===== src/rtl/z80_irq_ctrl.sv =====
// Z80 mode-2 daisy-chain interrupt controller: edge/level detect, mask, fixed priority, in-service tracking.
// Define Z80_IRQ_CTRL_VBASE_EN to make register 4 (VBASE) a programmable vector base.
module z80_irq_ctrl #(
  parameter int unsigned          NUM_SRC   = 4,
  parameter logic [2*NUM_SRC-1:0] EDGE_MODE = '0,
  parameter logic [63:0]          VEC_TABLE = 64'h0000_0000_080A_0C0E,
  parameter bit                   SYNC      = 1'b1
) (
  input  logic               clk_sys,
  input  logic               reset_n,
  input  logic [NUM_SRC-1:0] src_i,
  input  logic               cs_n,
  input  logic               rd_n,
  input  logic               wr_n,
  input  logic [2:0]         addr,
  input  logic [7:0]         din,
  output logic [7:0]         dout,
  input  logic               m1_n,
  input  logic               iorq_n,
  input  logic               reti,
  input  logic               iei,
  output logic               ieo,
  output logic               int_n,
  output logic [7:0]         vec_o,
  output logic               vec_oe
);

  localparam logic [2:0] REG_MASK  = 3'd0;
  localparam logic [2:0] REG_PEND  = 3'd1;
  localparam logic [2:0] REG_INSV  = 3'd2;
  localparam logic [2:0] REG_STAT  = 3'd3;
  localparam logic [2:0] REG_VBASE = 3'd4;
  localparam logic [7:0] CH_MASK   = 8'((9'd1 << NUM_SRC) - 9'd1);

  function automatic logic [7:0] lowest_oh(input logic [7:0] v);
    return v & (~v + 8'd1);
  endfunction

  function automatic logic [2:0] oh_to_idx(input logic [7:0] oh);
    logic [2:0] idx;
    idx = '0;
    for (int i = 0; i < 8; i++)
      if (oh[i]) idx = 3'(i);
    return idx;
  endfunction

  logic [NUM_SRC-1:0] src_s, src_d;
  logic [7:0] evt, lvl_ch, lvl_val;
  logic [7:0] mask, pending, in_service, allow, req, win_oh;
  logic [7:0] mask_nxt, pend_nxt, insv_nxt, win_vec;
  logic [2:0] win, win_nxt;
  logic       ack, ack_d, ack_take, ack_act, ack_act_nxt;
  logic       wr_d, wr_stb, int_n_nxt;

  if (SYNC) begin : g_sync
    logic [NUM_SRC-1:0] sync1, sync2;
    always_ff @(posedge clk_sys or negedge reset_n) begin
      if (!reset_n) begin
        sync1 <= '0;
        sync2 <= '0;
      end else begin
        sync1 <= src_i;
        sync2 <= sync1;
      end
    end
    assign src_s = sync2;
  end else begin : g_nosync
    assign src_s = src_i;
  end

  // NOTE: every signal written in always_comb gets a default first, so no path can infer a latch.
  always_comb begin
    evt     = '0;
    lvl_ch  = '0;
    lvl_val = '0;
    for (int i = 0; i < NUM_SRC; i++) begin
      case (EDGE_MODE[2*i +: 2])
        2'b00:   evt[i] = src_s[i] & ~src_d[i];
        2'b01:   evt[i] = ~src_s[i] & src_d[i];
        2'b10:   evt[i] = src_s[i] ^ src_d[i];
        default: begin
          lvl_ch[i]  = 1'b1;
          lvl_val[i] = src_s[i];
        end
      endcase
    end
  end

  assign ack      = ~m1_n & ~iorq_n;
  assign ack_take = ack & ~ack_d & ~int_n;
  assign wr_stb   = ~cs_n & ~wr_n & ~wr_d;
  // Subtracting one from the lowest in-service one-hot leaves only strictly higher-priority
  // channels; with nothing in service it wraps to all ones.
  assign allow    = lowest_oh(in_service) - 8'd1;
  assign req      = pending & ~mask & allow;
  assign win_oh   = lowest_oh(req);

  always_comb begin
    mask_nxt = mask;
    pend_nxt = pending;
    insv_nxt = in_service;
    win_nxt  = win;
    if (wr_stb && addr == REG_MASK) mask_nxt = din | ~CH_MASK;
    if (wr_stb && addr == REG_PEND) pend_nxt = pend_nxt & ~din;
    if (ack_take) begin
      insv_nxt = insv_nxt | win_oh;
      pend_nxt = pend_nxt & ~win_oh;
      if (|req) win_nxt = oh_to_idx(win_oh);
    end
    // A new event beats a same-cycle clear; level channels simply mirror the input.
    pend_nxt = ((pend_nxt | evt) & ~lvl_ch) | lvl_val;
    if (reti) insv_nxt = insv_nxt & ~lowest_oh(insv_nxt);
    ack_act_nxt = ack & (ack_act | ack_take);
    int_n_nxt   = ack_take | ~(iei & |req);
  end

  // NOTE: sequential state uses non-blocking assignments so every flop samples pre-edge values.
  always_ff @(posedge clk_sys or negedge reset_n) begin
    if (!reset_n) begin
      src_d      <= '0;
      mask       <= 8'hFF;
      pending    <= '0;
      in_service <= '0;
      win        <= '0;
      ack_d      <= 1'b0;
      ack_act    <= 1'b0;
      wr_d       <= 1'b0;
      int_n      <= 1'b1;
    end else begin
      src_d      <= src_s;
      mask       <= mask_nxt;
      pending    <= pend_nxt;
      in_service <= insv_nxt;
      win        <= win_nxt;
      ack_d      <= ack;
      ack_act    <= ack_act_nxt;
      wr_d       <= ~cs_n & ~wr_n;
      int_n      <= int_n_nxt;
    end
  end

`ifdef Z80_IRQ_CTRL_VBASE_EN
  logic [3:0] vbase_hi;
  always_ff @(posedge clk_sys or negedge reset_n) begin
    if (!reset_n)                          vbase_hi <= VEC_TABLE[7:4];
    else if (wr_stb && addr == REG_VBASE)  vbase_hi <= din[7:4];
  end
  assign win_vec = {vbase_hi, win, 1'b0};
`else
  assign win_vec = VEC_TABLE[8*win +: 8];
`endif

  assign vec_oe = ack_act & ack;
  assign vec_o  = vec_oe ? win_vec : 8'hFF;
  assign ieo    = iei & ~|in_service & int_n;

  always_comb begin
    dout = 8'hFF;
    if (~cs_n & ~rd_n) begin
      case (addr)
        REG_MASK:  dout = mask & CH_MASK;
        REG_PEND:  dout = pending;
        REG_INSV:  dout = in_service;
        REG_STAT:  dout = {~int_n, 3'b000, vec_oe, win};
`ifdef Z80_IRQ_CTRL_VBASE_EN
        REG_VBASE: dout = {vbase_hi, 4'h0};
`endif
        default:   dout = 8'hFF;
      endcase
    end
  end

endmodule


===== config.mk =====
export PLATFORM = sky130hd
export DESIGN_NAME = z80_irq_ctrl
export DESIGN_NICKNAME = d
export VERILOG_FILES = /design/src/rtl/z80_irq_ctrl.sv
export SDC_FILE = /design/constraint.sdc
export NUM_CORES = 1
export LEC_CHECK = 0
export ABC_AREA = 1
export CORE_UTILIZATION = 45
export DETAILED_ROUTE_END_ITERATION = 8
export GPL_TIMING_DRIVEN = 0
export HOLD_SLACK_MARGIN = 0.08
export PLACE_DENSITY = 0.81
export SLEW_MARGIN = 20
export SYNTH_ARGS = -nofsm -noshare
export SYNTH_HDL_FRONTEND = slang
export SYNTH_SLANG_ARGS = --single-unit

===== constraint.sdc =====
create_clock -name clk_sys -period 2.59 [get_ports clk_sys]
set_input_delay 0.259 -clock clk_sys [delete_from_list [all_inputs] [get_ports clk_sys]]
set_output_delay 0.259 -clock clk_sys [all_outputs]
set_load 0.03 [all_outputs]

# Word-level counts from Yosys, hierarchy flattened
# Index checks and enable logic that the tools add are counted.
dict set report word_totals {
  word_cells 87
  output_inout_bits 19
  mem_bits_rw 0
  romBits 0
  n_memories 0
  latch_bits 0
  inputBits 24
  ff_bits 39
}
dict set report op_classes {
  div_mod_pow 0
  shifts 1
  eq_ne 3
  addsub 4
  bitwise_logic 47
  multipliers 0
  order_cmp 0
  muxes 14
  n_reduce_logical 7
}
# op n
set ops {}
lappend ops {{AND 8 bit} 8}
lappend ops {{variable part select 64 x 7 -> 8 bit (first input constant)} 1}
lappend ops {{inverter 8 bit} 7}
lappend ops {{2-to-1 mux 8 bit} 6}
lappend ops {{case mux 8 bit (4 select lines)} 1}
lappend ops {{adder 8 x 1 -> 8 bit (second input constant)} 3}
lappend ops {{2-to-1 mux 3 bit} 6}
lappend ops {{OR reduction 8 bit} 2}
lappend ops {{AND 1 bit} 15}
lappend ops {{inverter 1 bit} 13}
lappend ops {{OR 8 x 4 -> 8 bit} 1}
lappend ops {{OR 8 bit} 1}
lappend ops {{subtractor 8 x 1 -> 8 bit (second input constant)} 1}
lappend ops {{== test 3 x 2 -> 1 bit (second input constant)} 2}
lappend ops {{== test 3 x 1 -> 1 bit (second input constant)} 1}
lappend ops {{logical NOT 3 bit} 1}
lappend ops {{logical AND 1 bit} 2}
lappend ops {{OR 1 bit} 2}
lappend ops {{AND reduction 2 bit} 1}
lappend ops {{logical NOT 1 bit} 1}
lappend ops {{2-to-1 mux 1 bit} 1}

# Depth between registers and ports, before layout
dict set report logic_depth {
  ltp_word 16
  mapped_depth 10
  depth_no_buf 10
}

# Worst setup path before layout
# Ideal clock, no wire load.
dict set report synth_timing {
  kind {register -> output}
  from {register ack_act}
  to {output dout[3]}
  path_stages_with_launch 5
  t_required_ns 2.331
  t_arrival_ns 1.500
  slack_ns 0.831
  n_path_buf 0
  cell_sequence {dfrtp_1 > nand2_1 > inv_1 > a22oi_1 > o2111ai_1}
}
dict set report synth_via {
  elab_chain_len 3
}
# item line
set synth_rtl {}
lappend synth_rtl {{start: declaration} 52} ;# logic ack, ack_d, ack_take, ack_act, ack_act_nxt;
lappend synth_rtl {{start signal: assignment} 136} ;# ack_act <= ack_act_nxt;
lappend synth_rtl {{AND 1 bit} 153} ;# assign vec_oe = ack_act & ack;
lappend synth_rtl {{named net vec_oe} 25} ;# output logic vec_oe
lappend synth_rtl {{case mux 8 bit (4 select lines)} 160} ;# case (addr)
lappend synth_rtl {{2-to-1 mux 8 bit} 159} ;# if (~cs_n & ~rd_n) begin
lappend synth_rtl {{end: declaration} 17} ;# output logic [7:0] dout,
# The timed path passes the listed nets, and every way through them passes these cells.

# Final worst setup path
dict set report layout_timing {
  from {input addr[2]}
  to {output dout[4]}
}
dict set report layout_via {
  elab_chain_len 3
  word_cells_on_any_way 6
  cone_classes {eq/ne: 3; mux: 2; reduce/logical: 1}
}
# item line
set layout_rtl {}
lappend layout_rtl {{start: declaration} 15} ;# input logic [2:0] addr,
lappend layout_rtl {{== test 3 x 2 -> 1 bit (tied with other cells)} 160}
lappend layout_rtl {{case mux 8 bit (4 select lines) *} 160}
lappend layout_rtl {{2-to-1 mux 8 bit *} 159}
# Every way passes the cells marked *; elsewhere a longest branch is shown, timed or not.

==> flow_metrics.env <==
export IMPL_grt_usage_pct=20.1
export IMPL_core_area_um2=3690
export IMPL_synth_top_area_cell="dfrtp_1"
export IMPL_hp_class="reg2reg"
export IMPL_status="complete, no violations"
export IMPL_rows=22
export IMPL_finalCritPeriodShare_pct=94.0
export IMPL_dp_hpwl_um=2780
export IMPL_synth_warnings=0
export IMPL_crit_start="addr[2]"
export IMPL_synthToLayoutAreaGrowth_pct=37.4
export IMPL_synth_ff_type="dfrtp_1"
export IMPL_wl_per_cell_um=12.6
export IMPL_peakVddDrop_mv=0.475
export IMPL_async_flop_share_pct=100
export IMPL_clkTransAtPathRegs_ns=0.07
export IMPL_cts_buffers=5
export IMPL_rsz0062_at_grt="false"
export IMPL_io_buffer_count=41
export IMPL_ios=43
export IMPL_root_buffer="clkbuf_8"
export IMPL_synth_nets=217
export IMPL_die_x_um=64.4
export IMPL_synth_seq_cells=38
export IMPL_ys_seq_area_share_pct=54.6
export IMPL_clock_latency_ns=0.30
export IMPL_utilization_pct=65.3
export IMPL_stdcell_area_um2=2410
export IMPL_slew_viol_final=0
export IMPL_dr_pass1_iters=4
export IMPL_fp_dieH_um=64.4
export IMPL_hold_violations=0
export IMPL_cts_tree="done"
export IMPL_worstPathArrival_ns=2.17
export IMPL_p_per_area_nw_per_um2=657
export IMPL_crit_path_start_kind="input port"
export IMPL_skew_ns=0.00634
export IMPL_fmax_ghz=0.411
export IMPL_period_minus_slack_ns=2.43
export IMPL_maxCapViolCount=0
export IMPL_synth_distinct_cells=31
export IMPL_power_total_mw=1.58
export IMPL_critical_path_class="in2out"
export IMPL_first_global_vias=1383
export IMPL_vias_per_cell=4.94
export IMPL_clock_sinks=38
export IMPL_synth_area_um2=1750
export IMPL_insertedDiodeCount=0
export IMPL_power_leakage_nw=1.17
export IMPL_initial_core_util_pct=47.6
export IMPL_hp_start="g_sync.sync1[1]$_DFF_PN0_"
export IMPL_synth_top_cell_area_share_pct=47.1
export IMPL_crit_required_ns=2.33
export IMPL_route_detailed_drc=0
export IMPL_synth_edff_count=0
export IMPL_antenna_found_initial=0
export IMPL_critPathMaxFanout=5
export IMPL_clk_path_buf_depth=2
export IMPL_grt_pass1_wl_um=6130
export IMPL_gp_congestion=0.858
export IMPL_drtIter0Drc=33
export IMPL_grt_start_max_net_pins=23
export IMPL_syn_inst=193
export IMPL_ctsHtreeMaxLevel=2
export IMPL_setup_tns_final_ns=0
export IMPL_routed_wl_um=3680
export IMPL_syn_area_per_cell_um2=9.09
export IMPL_dpl_instance_area_um2=2250
export IMPL_synthTopCellsByArea="dfrtp_1 47%, dfstp_2 7.5%, nand2_1 7.3%"
export IMPL_layout_drive_gt1_share_pct=19.3
export IMPL_reg2reg_from="int_n$_DFF_PN1_"
export IMPL_nFillCells=308
export IMPL_end_kind="output port"
export IMPL_layout_nets=267
export IMPL_vias=1443
export IMPL_die_area_um2=4150
export IMPL_grt_overflow=0
export IMPL_setup_viol=0
export IMPL_ant_nets=0
==> Yosys cell counts, drive strengths merged, types with 2 or more instances <==
library cell	instances
inv	34
nor3	4
a21oi	9
o211ai	3
dfstp	5
nor2	28
buf	5
nand3	11
dfrtp	33
o221ai	2
nand2	41
o21ai	6
nand4	2
o2111ai	3
==> stage by stage <==
step,setup WS (ns),hold WS [ns],instances
5_1_grt,0.0164,0.357,292
3_3_place_gp,0.0243,0.332,282
6_report,0.156,0.349,292
4_1_cts,0.0288,0.350,292
2_1_floorplan,0.831,-0.0366,193
3_5_place_dp,0.0306,0.217,283
==> power by group <==
part / leakage, nW / internal (mW) / switching (mW)
Clock: 0.0714 / 0.411 / 0.214
Combinational: 0.646 / 0.111 / 0.151
Sequential: 0.452 / 0.661 / 0.0338
Total: 1.17 / 1.18 / 0.399
==> sequential cells by signal, indices dropped and copies added, names as in the netlist <==
name and count:
int_n 1, wr_d 1, mask 4, ack_d 1, g_sync.sync1 4, win 2, src_d 4, g_sync.sync2 4
pending 8, in_service 8, ack_act 1
==> worst paths after layout <==
kind | end | slack [ns] | depth (start not counted)
worst max-delay path | dout[4] | 0.16 | 5
worst min-delay path | g_sync.sync2[1]$_DFF_PN0_ | 0.35 | 0
worst max register to register | in_service[4]$_DFFE_PN0P_ | 1.08 | 9
worst min register to register | g_sync.sync2[1]$_DFF_PN0_ | 0.35 | 0
max in group asynchronous | int_n$_DFF_PN1_ | 1.64 | 3
min in group asynchronous | in_service[4]$_DFFE_PN0P_ | 0.42 | 2
==> per-layer routing <==
layer  track usage (%)  routed length (um)  part of all wire, %  up-vias
met5                 0                   0                    0        -
met4              10.3                  74                  2.0        0
met3              5.81                 256                  7.0        8
met2              30.8                1640                   44       53
met1              25.8                1710                   46      679
li1                  -                   -                    -      703
==> timing repair <==
| action | CTS | global route |
|---|---|---|
| hold endpoints to repair | 14 | 0 |
| hold buffers | 1 | 0 |
| resized for setup | 0 | 3 |
| endpoints found under the setup margin | 0 | 3 |
| setup buffers | 0 | 0 |
==> critical path, stage by stage <==
cell and delay, ns:
clkdlybuf4s50_1 0.57, nor3_4 0.31, inv_1 0.13, o221ai_1 0.19, clkdlybuf4s50_1 0.71
==> kinds of logic (layout without fill, tap and decap cells) <==
logic type / count (synthesis) / count (layout) / share of synthesized area (%)
simple gates: 88 / 88 / 25.6
flops: 38 / 38 / 54.6
mux: 1 / 1 / 0.856
compound gates: 26 / 26 / 9.34
other cells: 1 / 1 / 0.214
buf+inv: 39 / 90 / 9.42
==> cells in the final DEF (no fill, tap or decap), types with 3 or more instances in the layout <==
master and instances:
buf_4 5, nand2_1 34, nor2_1 21, inv_1 28, inv_2 6, a21oi_1 9
nor2_2 5, o21ai_0 5, clkbuf_8 6, nand2_2 6, dfstp_2 5, nand3_1 10
o2111ai_1 3, dfrtp_1 33, clkdlybuf4s50_1 38, o211ai_1 3
==> layout make-up <==
| cell class | instances | area, um^2 | share of cell area [%] |
|---|---|---|---|
| inverter | 34 | 128 | 5.30 |
| sequential | 38 | 957 | 39.7 |
| clock inverter | 2 | 60.1 | 2.49 |
| clock buffer | 6 | 82.6 | 3.43 |
| buffer | 5 | 37.5 | 1.56 |
| timing repair buffer | 43 | 448 | 18.6 |
| multi-input combinational | 116 | 637 | 26.4 |
| tap | 48 | 60.1 | 2.49 |
(Power assumes the default switching activity.)
